File: src/rtl/wide_add_sequencer.sv
// Multi-word add sequencer: slices wide operands into WIDTH-bit words and chains them
// through one external registered adder. Optional `out_ovf` port under WIDE_ADD_OVF_EN.
module wide_add_sequencer #(
    parameter int WIDTH = 32,
    parameter int WORDS = 4
) (
    input  logic                     clk,
    input  logic                     rst_n,
    input  logic                     in_valid,
    output logic                     in_ready,
    input  logic [WIDTH*WORDS-1:0]   in_a,
    input  logic [WIDTH*WORDS-1:0]   in_b,
    input  logic                     in_ci,
    output logic                     out_valid,
    input  logic                     out_ready,
    output logic [WIDTH*WORDS-1:0]   out_s,
    output logic                     out_co,
`ifdef WIDE_ADD_OVF_EN
    output logic                     out_ovf,
`endif
    output logic [WIDTH-1:0]         add_a,
    output logic [WIDTH-1:0]         add_b,
    output logic                     add_ci,
    input  logic [WIDTH-1:0]         add_s,
    input  logic                     add_co
);

    localparam int KW = (WORDS > 1) ? $clog2(WORDS) : 1;

    typedef enum logic [1:0] {
        IDLE,
        ISSUE,
        COLLECT,
        DONE
    } state_e;

    state_e                        state_q, state_d;
    logic [KW-1:0]                 k_q, k_d;
    logic [WORDS-1:0][WIDTH-1:0]   a_q, a_d;
    logic [WORDS-1:0][WIDTH-1:0]   b_q, b_d;
    logic [WORDS-1:0][WIDTH-1:0]   sum_q, sum_d;
    logic                          carry_q, carry_d;
    logic                          co_q, co_d;
    logic                          last_word;
`ifdef WIDE_ADD_OVF_EN
    logic                          ovf_q, ovf_d;
`endif

    assign last_word = (k_q == KW'(WORDS - 1));

    // NOTE: every signal written below gets a default first, so no path leaves one
    // unassigned and no latch is inferred.
    always_comb begin
        state_d   = state_q;
        k_d       = k_q;
        a_d       = a_q;
        b_d       = b_q;
        sum_d     = sum_q;
        carry_d   = carry_q;
        co_d      = co_q;
`ifdef WIDE_ADD_OVF_EN
        ovf_d     = ovf_q;
`endif
        in_ready  = 1'b0;
        out_valid = 1'b0;
        add_a     = '0;
        add_b     = '0;
        add_ci    = 1'b0;

        case (state_q)
            IDLE: begin
                in_ready = 1'b1;
                if (in_valid) begin
                    a_d     = in_a;
                    b_d     = in_b;
                    carry_d = in_ci;
                    k_d     = '0;
                    state_d = ISSUE;
                end
            end
            ISSUE: begin
                add_a   = a_q[k_q];
                add_b   = b_q[k_q];
                add_ci  = carry_q;
                state_d = COLLECT;
            end
            COLLECT: begin
                // Adder inputs are held a second cycle so its registered output
                // reflects this word at the collect edge.
                add_a      = a_q[k_q];
                add_b      = b_q[k_q];
                add_ci     = carry_q;
                sum_d[k_q] = add_s;
                carry_d    = add_co;
                if (last_word) begin
                    co_d    = add_co;
`ifdef WIDE_ADD_OVF_EN
                    ovf_d   = (a_q[WORDS-1][WIDTH-1] == b_q[WORDS-1][WIDTH-1]) &&
                              (add_s[WIDTH-1] != a_q[WORDS-1][WIDTH-1]);
`endif
                    state_d = DONE;
                end else begin
                    k_d     = k_q + KW'(1);
                    state_d = ISSUE;
                end
            end
            DONE: begin
                out_valid = 1'b1;
                if (out_ready) begin
                    state_d = IDLE;
                end
            end
            default: state_d = IDLE;
        endcase
    end

    // NOTE: operand and result registers are reset along with the FSM so an abandoned
    // transaction leaves nothing visible on out_s/out_co.
    always_ff @(posedge clk or negedge rst_n) begin
        if (!rst_n) begin
            state_q <= IDLE;
            k_q     <= '0;
            a_q     <= '0;
            b_q     <= '0;
            sum_q   <= '0;
            carry_q <= 1'b0;
            co_q    <= 1'b0;
`ifdef WIDE_ADD_OVF_EN
            ovf_q   <= 1'b0;
`endif
        end else begin
            // NOTE: non-blocking updates so all registers sample the same pre-edge values.
            state_q <= state_d;
            k_q     <= k_d;
            a_q     <= a_d;
            b_q     <= b_d;
            sum_q   <= sum_d;
            carry_q <= carry_d;
            co_q    <= co_d;
`ifdef WIDE_ADD_OVF_EN
            ovf_q   <= ovf_d;
`endif
        end
    end

    assign out_s  = sum_q;
    assign out_co = co_q;
`ifdef WIDE_ADD_OVF_EN
    assign out_ovf = ovf_q;
`endif

endmodule
File: config.mk
export PLATFORM = sky130hd
export DESIGN_NAME = wide_add_sequencer
export DESIGN_NICKNAME = d
export VERILOG_FILES = /design/src/rtl/wide_add_sequencer.sv
export SDC_FILE = /design/constraint.sdc
export NUM_CORES = 1
export LEC_CHECK = 0
export BUFFER_PORTS_ARGS = -buffer_cell sky130_fd_sc_hd__clkbuf_2
export CAP_MARGIN = 15
export CORE_AREA = 2 2 193 195
export DETAILED_ROUTE_END_ITERATION = 6
export DIE_AREA = 0 0 195 197
export PLACE_DENSITY = 0.79
export SYNTH_ARGS = -nofsm -noshare
export SYNTH_HDL_FRONTEND = slang
export SYNTH_SLANG_ARGS = --single-unit
File: constraint.sdc
create_clock -name clk -period 3.26 [get_ports clk]
set_input_delay 0.326 -clock clk [delete_from_list [all_inputs] [get_ports clk]]
set_output_delay 0.326 -clock clk [all_outputs]
set_load 0.005 [all_outputs]
==> results of run 1 <==
area by class of cell:
| cell class | count | area, µm² |
|---|---|---|
| fillers | 2487 | 12830 |
| flip-flops and latches | 390 | 9767 |
| multi-input cells | 550 | 6459 |
| repair buffers | 747 | 5087 |
| clock buffers | 60 | 1232 |
| well taps | 468 | 585.6 |
| clock inverters | 16 | 265.3 |
| inverters | 5 | 18.77 |
| diodes | 6 | 15.01 |
repair_timing:
item	CTS	global route
endpoints found under the hold margin	313	0
hold buffers	237	0
setup buffers	0	0
routing by layer:
metal  part of all wire  up-vias
li1                   -     5137
met1               0.38     6130
met2               0.52      512
met3              0.062      134
met4              0.039        2
met5            0.00022        -
through the flow:
step	hold WS [ps]	total power, mW	util	cells
after floorplan	30.41	14.12	-	1007
after global placement	393.8	17.31	0.5390	1923
after detailed placement	399.8	17.67	0.5390	1923
after CTS	0.1828	23.16	0.6458	2236
after global routing	7.114	24.60	0.6462	2242
final	32.85	23.41	0.6462	2242
worst paths after layout:
check                                  end  cells after the start  slack, ps  startpoint
worst max-delay path             add_b[13]                      4        210      k_q[1]
max in group asynchronous          a_q[53]                      3       1940       rst_n
min in group asynchronous          b_q[20]                      2        370       rst_n
worst min register to register     a_q[91]                      1        500     a_q[91]
worst min-delay path               a_q[30]                      2         30    in_a[30]
worst max register to register  out_s[111]                      4        960      k_q[1]
power by group through the flow:
stage | logic, mW | registers (mW) | clock network (mW)
after floorplan | 5.75 | 8.36 | 0
final | 9.27 | 8.96 | 5.18
after global placement | 8.58 | 8.74 | 0
after detailed placement | 8.79 | 8.89 | 0
after global routing | 9.89 | 9.24 | 5.47
after CTS | 9.09 | 8.83 | 5.24
kinds of logic (layout without fill, tap and decap cells):
family	Yosys count	count (layout)	synth area share
other	0	6	0
buffers and inverters	67	828	0.02145
AND/OR/NAND/NOR	79	79	0.02901
multiplexers	450	450	0.3494
flip-flops	390	390	0.5892
AO/OA/AOI/OAI	13	13	0.004834
adder cells (fa/ha/maj)	8	8	0.006043
cells in the final DEF, fill, tap and decap left out, drive strengths merged:
cell type	n
a21oi	5
a221o	2
a31oi	2
and2	66
buf	22
bufinv	7
clkbuf	548
clkinv	7
clkinvlp	1
dfrtp	390
diode	6
dlygate4sd3	237
ha	8
inv	6
mux2	386
mux4	64
nand2	6
nand2b	3
nand3b	1
nor2	2
o21ai	2
o22ai	2
or3b	1
state kept, by name, indices dropped and copies added (netlist names):
signal   count
a_q        128
b_q        128
out_s      128
k_q          2
state_q      2
carry_q      1
out_co       1
==> flow_metrics.py, run 1 <==
metrics = {
    "grt": {
        "grt_start_max_net_pins": 91,
        "grt_pass1_wl_mm": 76.78,
        "grt_use_total": 0.2597,
        "use_met1": 0.3026,
        "grt_most_used_layer": "met2",
        "grt_pass1_vias": 13490,
        "grt_use_met3": 0.06006,
        "grt_overflow": 0,
        "grt_antenna_before_repair": 9,
        "grt_util_met2": 0.4546,
    },
    "floorplan": {
        "die_w_um": 195,
        "ios": 490,
        "die_h_um": 197,
        "dieArea_um2": 38420,
        "start_util": 0.4568,
        "coreArea_um2": 36260,
        "std_cell_rows": 70,
    },
    "final_layout": {
        "nNetsFinal": 2039,
        "final_area_um2": 23430,
        "drive_above_1_share": 0.5837,
        "syn2layout_area_growth_pct": 41.46,
    },
    "pwr": {
        "ir_drop_mv": 0.6324,
        "clkPwrFrac": 0.221,
        "power_density_nw_per_um2": 999.1,
        "leakage_nw": 10.83,
        "power_frac_seq": 0.383,
        "internal_power_mw": 15.98,
        "p_sw_mw": 7.426,
        "swShare": 0.3172,
        "comb_power_share": 0.396,
    },
    "logic_synthesis": {
        "yosysSeqAreaShare": 0.5892,
        "yosysUniqueCellTypes": 21,
        "avgSynthCellArea_um2": 16.45,
        "synth_ff_type": "dfrtp_1",
        "synth_edf_count": 0,
        "async_reset_ff_frac": 1.000,
        "synth_area_leaders": "dfrtp_1, mux2_2, mux4_2, and2_1, buf_2",
        "syn_inst": 1007,
        "ys_top_cells_by_count": "dfrtp_1, mux2_2, and2_1, mux4_2, buf_2",
        "syn-num-nets": 1309,
        "synth.most_common_cell": "dfrtp_1",
        "netlist.area_leader.share": 0.5892,
        "synth_seq_cells": 390,
        "yosys_warnings": 0,
        "synth_top_area_cell": "dfrtp_1",
        "syn_area_um2": 16560,
    },
    "sta": {
        "fin_skew_ps": 12.34,
        "fin_tns_setup_ps": 0,
        "fin_crit_sh": 0.9341,
        "drv_slew": 0,
        "slew_headroom": 0.5195,
        "worst_slew_pin_slew_ps": 720.8,
        "fmax_mhz": 328.4,
        "hold_viol": 0,
        "setup_viol": 0,
        "period_minus_slack_ps": 3045,
        "rsz0062_at_grt": "false",
        "finalWorstSetupSlack_ps": 214.8,
    },
    "worst_setup_path": {
        "crit_path_max_fanout": 38,
        "critPathCaptureType": "output pin",
        "crit_slowest_cell": "dfrtp_4",
        "required_ps": 2930,
        "crit_family": "flip-flops",
        "crit_chain": "buf_4, mux4_2, and2_1, clkbuf_2",
        "critPathMaxStageDelay_ps": 760,
        "crit_arrival_ps": 2720,
        "cp_num_buf_inv": 2,
        "path_class": "reg -> out",
        "start_kind": "flip-flop",
    },
    "clocking": {
        "cts_root_buffer": "clkbuf_16",
        "clkTransAtPathRegs_ps": 60,
        "clockBufferDepth": 3,
        "cts_buffers": 43,
        "cts_tree": "done",
        "h-tree-depth": 2,
        "cts_resized": 0,
        "cts_sinks": 390,
        "clkLatencyLatePin_ps": 560,
    },
    "detailed_routing": {
        "route.detailed.wl_per_inst_um": 22.04,
        "drt_iter0_drc": 543,
        "firstDrtPassIters": 5,
        "drt_wl_total_mm": 49.41,
        "avgViaCountPerCell": 5.314,
        "vias": 11920,
        "ant_nets": 0,
        "route.detailed.drc": 0,
    },
    "placed_design": {
        "dp_slack_ps": 804.0,
        "io_buffers": 489,
        "place.gp.congestion": 0.8451,
        "place_area_um2": 19550,
        "hpwlAfterDp_mm": 30.07,
    },
    "run": {
        "drv_cap": 0,
    },
    "hold_path": {
        "min_path_type": "in -> reg",
    },
    "run_status": {
        "outcome": "finished clean",
    },
}
No activity file was read; power rests on OpenSTA's default activity.
==> inputs of run 2 (changes only) <==
--- a/config.mk
+++ b/config.mk
@@ -8,8 +8,8 @@
 export BUFFER_PORTS_ARGS = -buffer_cell sky130_fd_sc_hd__clkbuf_2
 export CAP_MARGIN = 15
-export CORE_AREA = 2 2 193 195
+export CORE_AREA = 5 5 185 187
 export DETAILED_ROUTE_END_ITERATION = 6
-export DIE_AREA = 0 0 195 197
-export PLACE_DENSITY = 0.79
+export DIE_AREA = 0 0 190 192
+export PLACE_DENSITY = 0.87
 export SYNTH_ARGS = -nofsm -noshare
 export SYNTH_HDL_FRONTEND = slang
==> constraint.sdc (replaced) <==
create_clock -name clk -period 3.26 [get_ports clk]
set_input_delay 0.326 -clock clk [delete_from_list [all_inputs] [get_ports clk]]
set_output_delay 0.326 -clock clk [all_outputs]
set_load 0.05 [all_outputs]
==> run 2 against run 1 <==
Against the previous run: non-clock buffer count down 238; register-to-register slack worse by 90 ps; core utilization up 0.23 points; worst setup slack better by 210 ps; design area down 11%; global-route usage down 2.7 points; sequential share of layout area up 5.0 points; count of clock-buffer cells in the layout down 3; wire length down 14%; critical path type unchanged; highest routed layer unchanged.
==> flow_metrics.py, run 2 (same netlist as run 1, synthesis figures left out) <==
metrics = {
    "sta": {
        "fin_tns_setup_ps": 0,
        "worst_slew_pin_slew_ps": 937.4,
        "setup_viol": 0,
        "period_minus_slack_ps": 2833,
        "hold_viol": 0,
        "fin_skew_ps": 17.12,
        "rsz0062_at_grt": "false",
        "drv_slew": 0,
        "slew_headroom": 0.3729,
        "fmax_mhz": 353.0,
        "fin_crit_sh": 0.8690,
    },
    "clocking": {
        "h-tree-depth": 2,
        "clkLatencyLatePin_ps": 520,
        "clkTransAtPathRegs_ps": 60,
        "cts_buffers": 41,
        "cts_sinks": 390,
        "post_cts_buffers": 0,
        "cts_tree": "done",
        "clockBufferDepth": 3,
        "cts_hold_buffers": 1,
        "cts_resized": 0,
        "cts_root_buffer": "clkbuf_16",
    },
    "worst_setup_path": {
        "crit_family": "flip-flops",
        "crit_chain": "buf_12, mux4_2, and2_1, clkbuf_2",
        "critPathMaxStageDelay_ps": 830,
        "crit_path_max_fanout": 36,
        "crit_arrival_ps": 2510,
        "cp_num_buf_inv": 2,
        "start_kind": "flip-flop",
        "startpoint": "k_q[1]",
        "crit_slowest_cell": "dfrtp_4",
        "critPathCaptureType": "output pin",
        "worstReg2RegStart": "k_q[1]",
        "path_class": "reg -> out",
        "required_ps": 2930,
    },
    "detailed_routing": {
        "drt_wl_total_mm": 42.64,
        "drt_iter0_drc": 324,
        "route.detailed.drc": 0,
        "avgViaCountPerCell": 5.322,
        "route.detailed.wl_per_inst_um": 21.62,
        "firstDrtPassIters": 4,
        "vias": 10500,
        "ant_nets": 0,
    },
    "floorplan": {
        "start_util": 0.5130,
        "dieArea_um2": 36480,
        "coreArea_um2": 32290,
        "die_h_um": 192,
        "std_cell_rows": 66,
        "die_w_um": 190,
        "ios": 490,
    },
    "final_layout": {
        "nNetsFinal": 1799,
        "fillCellCount": 2261,
        "final_common_cell": "clkbuf_2",
        "final_cell_mix": "clkbuf_2, dfrtp_1, mux2_2",
        "syn2layout_area_growth_pct": 26.41,
        "drive_above_1_share": 0.6756,
        "final_area_um2": 20940,
    },
    "run": {
        "drv_cap": 0,
    },
    "placed_design": {
        "io_buffers": 489,
        "place_area_um2": 19510,
        "place.gp.congestion": 0.8571,
        "hpwlAfterDp_mm": 30.72,
    },
    "hold_path": {
        "min_path_type": "in -> reg",
        "hold_path.startpoint": "in_b[29]",
    },
    "grt": {
        "grt_antenna_before_repair": 9,
        "grt_overflow": 0,
        "grt_start_max_net_pins": 146,
        "grt_pass1_vias": 11910,
        "grt_use_total": 0.2324,
        "grt_pass1_wl_mm": 66.31,
    },
    "run_status": {
        "outcome": "finished clean",
    },
}
[run 2: cell count changes in the layout (fill, tap and decap cells not counted), sizes merged]
cell / previous run / this run
clkinvlp: 1 / 0
inv: 6 / 7
buf: 22 / 20
diode: 6 / 4
dlygate4sd3: 237 / 1
clkinv: 7 / 9
clkbuf: 548 / 545
bufinv: 7 / 4
[run 2: layer usage]
layer  routed length (µm)  track usage  vias to the layer above
met1                15750       0.2707                     5338
met2                21710       0.4027                      399
met4                 1678      0.09572                        8
li1                     -            -                     4635
met3                 3441      0.07088                      115
met5                   53            0                        -
[run 2: cell type report]
cell class | count | area (µm²) | share of cell area
flip-flops and latches | 390 | 9767 | 0.4665
multi-input cells | 550 | 6459 | 0.3085
repair buffers | 509 | 2723 | 0.1300
clock buffers | 57 | 1219 | 0.05820
well taps | 442 | 553.0 | 0.02641
clock inverters | 15 | 188.9 | 0.009024
inverters | 5 | 18.77 | 0.0008964
diodes | 4 | 10.01 | 0.0004781
[run 2: metrics by stage]
step                      instances    util  hold WS, ps  setup slack [ps]
after floorplan                1007       -        30.41              1294
after global placement         1895  0.6042        301.7             958.2
after detailed placement       1895  0.6042        307.0             870.0
after CTS                      1968  0.6481        5.345             393.7
after global routing           1972  0.6485        11.85             345.0
final                          1972  0.6485        35.03             427.0
[run 2: path summary, 6_finish.rpt]
kind                             end  slack [ps]  cells after the start
max                        add_b[29]         430                      4
min in group asynchronous   b_q[124]         380                      2
min reg2reg                 a_q[104]         500                      1
max in group asynchronous  out_s[80]        1730                      3
min                          b_q[29]          40                      2
max reg2reg                   k_q[1]         870                      4
Power of run 2 is left out: the tool's default activity adds up to more than one toggle a clock period on the data nets, which glitch-free logic cannot reach.
==> inputs of run 3 (changes only) <==
Settings changed: ABC_AREA set to 1, CORE_AREA 5 5 185 187 to 5 5 188 190, DIE_AREA 0 0 190 192 to 0 0 193 195, PLACE_DENSITY 0.87 to 0.86.
==> run 3 against run 2 <==
Against the previous run: global-route usage rose by 6.2 points; sequential share of layout area down 0.73 points; sequential cell count unchanged; count of clock-buffer cells in the layout grew 5; synthesized cell count grew 110%; via count grew 52%; non-clock buffer count up 8; first-iteration DRC count rose to 4.8 times the previous value; critical path type unchanged.
==> flow_metrics.py, run 3 <==
metrics = {
    "final_layout": {
        "fillCellCount": 2692,
        "nNetsFinal": 2809,
        "syn2layout_area_growth_pct": 24.24,
        "final_common_cell": "clkbuf_2",
        "final_cell_mix": "clkbuf_2, nand2_1, dfrtp_1",
        "drive_above_1_share": 0.2341,
    },
    "logic_synthesis": {
        "synth_ff_type": "dfrtp_1",
        "avgSynthCellArea_um2": 8.242,
        "synth_area_leaders": "dfrtp_1, a21oi_1, nand2_1, inv_1, nor2_1",
        "synth.most_common_cell": "nand2_1",
        "syn_area_um2": 17120,
        "synth_seq_cells": 390,
        "syn-num-nets": 2379,
        "syn_inst": 2077,
        "netlist.area_leader.share": 0.5701,
        "async_reset_ff_frac": 1.000,
        "synth_edf_count": 0,
        "yosysSeqAreaShare": 0.5701,
        "ys_top_cells_by_count": "nand2_1, dfrtp_1, a21oi_1, inv_1, nor2_1",
        "synth_top_area_cell": "dfrtp_1",
        "yosysUniqueCellTypes": 16,
        "yosys_warnings": 0,
    },
    "sta": {
        "rsz0062_at_grt": "false",
        "timing.hold.ws_ps": 27.93,
        "fin_tns_setup_ps": 0,
        "worst_slew_pin_slew_ps": 740.8,
        "drv_slew": 0,
        "setup_viol": 0,
        "fin_crit_sh": 0.9662,
        "period_minus_slack_ps": 3150,
        "hold_viol": 0,
        "fmax_mhz": 317.5,
        "fin_skew_ps": 9.888,
        "slew_headroom": 0.5061,
    },
    "hold_path": {
        "min_path_type": "in -> reg",
    },
    "floorplan": {
        "ios": 490,
        "coreArea_um2": 33280,
        "die_h_um": 195,
        "dieArea_um2": 37640,
        "start_util": 0.5143,
        "die_w_um": 193,
        "std_cell_rows": 67,
    },
    "pwr": {
        "swShare": 0.5051,
        "p_sw_mw": 13.43,
        "leakage_nw": 11.73,
        "ir_drop_mv": 1.166,
        "power_density_nw_per_um2": 1250,
        "power_frac_seq": 0.299,
        "internal_power_mw": 13.16,
        "comb_power_share": 0.513,
        "clkPwrFrac": 0.187,
    },
    "clocking": {
        "cts_buffers": 42,
        "cts_tree": "done",
        "cts_root_buffer": "clkbuf_16",
        "clockBufferDepth": 3,
        "clkLatencyLatePin_ps": 550,
        "cts_sinks": 390,
        "post_cts_buffers": 0,
        "h-tree-depth": 2,
        "clkTransAtPathRegs_ps": 60,
    },
    "worst_setup_path": {
        "path_class": "reg -> out",
        "crit_chain": "clkinv_2, buf_12, nand3_1, a21oi_2, buf_4, clkbuf_2",
        "required_ps": 2930,
        "crit_path_max_fanout": 48,
        "critPathCaptureType": "output pin",
        "start_kind": "flip-flop",
        "crit_slowest_cell": "dfrtp_2",
        "cp_num_buf_inv": 4,
        "crit_family": "buffers and inverters",
        "critPathMaxStageDelay_ps": 600,
        "crit_arrival_ps": 2820,
    },
    "grt": {
        "grt_pass1_wl_mm": 87.88,
        "grt_overflow": 0,
        "grt_start_max_net_pins": 135,
        "grt_antenna_before_repair": 7,
        "grt_use_total": 0.2943,
        "grt_pass1_vias": 15910,
    },
    "detailed_routing": {
        "avgViaCountPerCell": 5.324,
        "ant_nets": 0,
        "vias": 15910,
        "route.detailed.drc": 0,
        "firstDrtPassIters": 6,
        "drt_iter0_drc": 1562,
        "route.detailed.wl_per_inst_um": 18.84,
        "drt_wl_total_mm": 56.33,
    },
    "run_status": {
        "outcome": "finished clean",
    },
    "placed_design": {
        "hpwlAfterDp_mm": 39.74,
        "io_buffers": 489,
        "place.gp.congestion": 1.033,
    },
    "run": {
        "drv_cap": 0,
    },
}
[run 3: metrics by stage]
stage | worst slack, ps | utilization | total power [mW] | std cells | cell area (µm²)
global placement | 509.4 | 0.5945 | 21.11 | 2910 | 19780
global route | 12.30 | 0.6389 | 28.06 | 2988 | 21260
CTS | 73.35 | 0.6387 | 26.61 | 2985 | 21260
finish | 110.3 | 0.6390 | 26.58 | 2989 | 21270
floorplan | 1154 | - | 17.84 | 2077 | 17120
detailed placement | 494.0 | 0.5945 | 21.50 | 2910 | 19780
[run 3: what timing repair did]
item | 4_1_cts | 5_1_grt
hold buffers | 1 | 0
gates resized for setup | 1 | 1
hold endpoints to repair | 65 | 0
setup endpoints to repair | 1 | 1
[run 3: kinds of logic (layout without fill, tap and decap cells)]
logic type	count (synthesis)	in the layout	share of synthesized area
compound gates	455	455	0.1330
simple gates	793	793	0.1843
other cells	0	4	0
flops	390	390	0.5701
fa+ha+maj	8	8	0.005848
buf+inv	431	891	0.1067
[run 3: power by group through the flow]
| stage | combinational [mW] | clock [mW] | sequential (mW) |
|---|---|---|---|
| after global routing | 14.6 | 5.26 | 8.17 |
| after floorplan | 7.69 | 0 | 10.2 |
| after detailed placement | 13.5 | 0 | 7.97 |
| after global placement | 13.2 | 0 | 7.87 |
| final | 13.6 | 4.98 | 7.95 |
| after CTS | 13.6 | 5.04 | 7.94 |
[run 3: routing by layer]
| metal | wire length, µm | vias to the layer above | global-route usage |
|---|---|---|---|
| met2 | 26610 | 914 | 0.4709 |
| li1 | - | 7308 | - |
| met3 | 6392 | 177 | 0.08696 |
| met1 | 20730 | 7508 | 0.3751 |
| met5 | 44 | - | 0 |
| met4 | 2555 | 6 | 0.1240 |
[run 3: worst paths after layout]
path / from / end / slack (ps) / cells past startpoint
min: in_a[11] / a_q[11] / 30 / 3
max: k_q[1] / add_b[5] / 110 / 6
max in group asynchronous: rst_n / k_q[0] / 1830 / 3
min reg2reg: out_s[40] / out_s[40] / 480 / 2
max reg2reg: k_q[1] / out_s[19] / 700 / 6
min in group asynchronous: rst_n / a_q[53] / 310 / 2
[run 3: cell type report]
type	count	area, µm²	share of cell area
multi-input combinational	1256	5549	0.2609
tap	448	560.5	0.02636
timing repair buffer	517	2795	0.1314
sequential	390	9764	0.4591
inverter	300	1130	0.05313
clock buffer	62	1290	0.06066
clock inverter	12	167.7	0.007884
antenna	4	10.01	0.0004707
[run 3: worst reg2reg max path, delay by kind of cell (launching register included)]
family / cells / cell delay, ps
flip-flops: 1 / 700
AO/OA/AOI/OAI: 1 / 90
AND/OR/NAND/NOR: 2 / 500
adder cells (fa/ha/maj): 1 / 350
buffers and inverters: 2 / 820
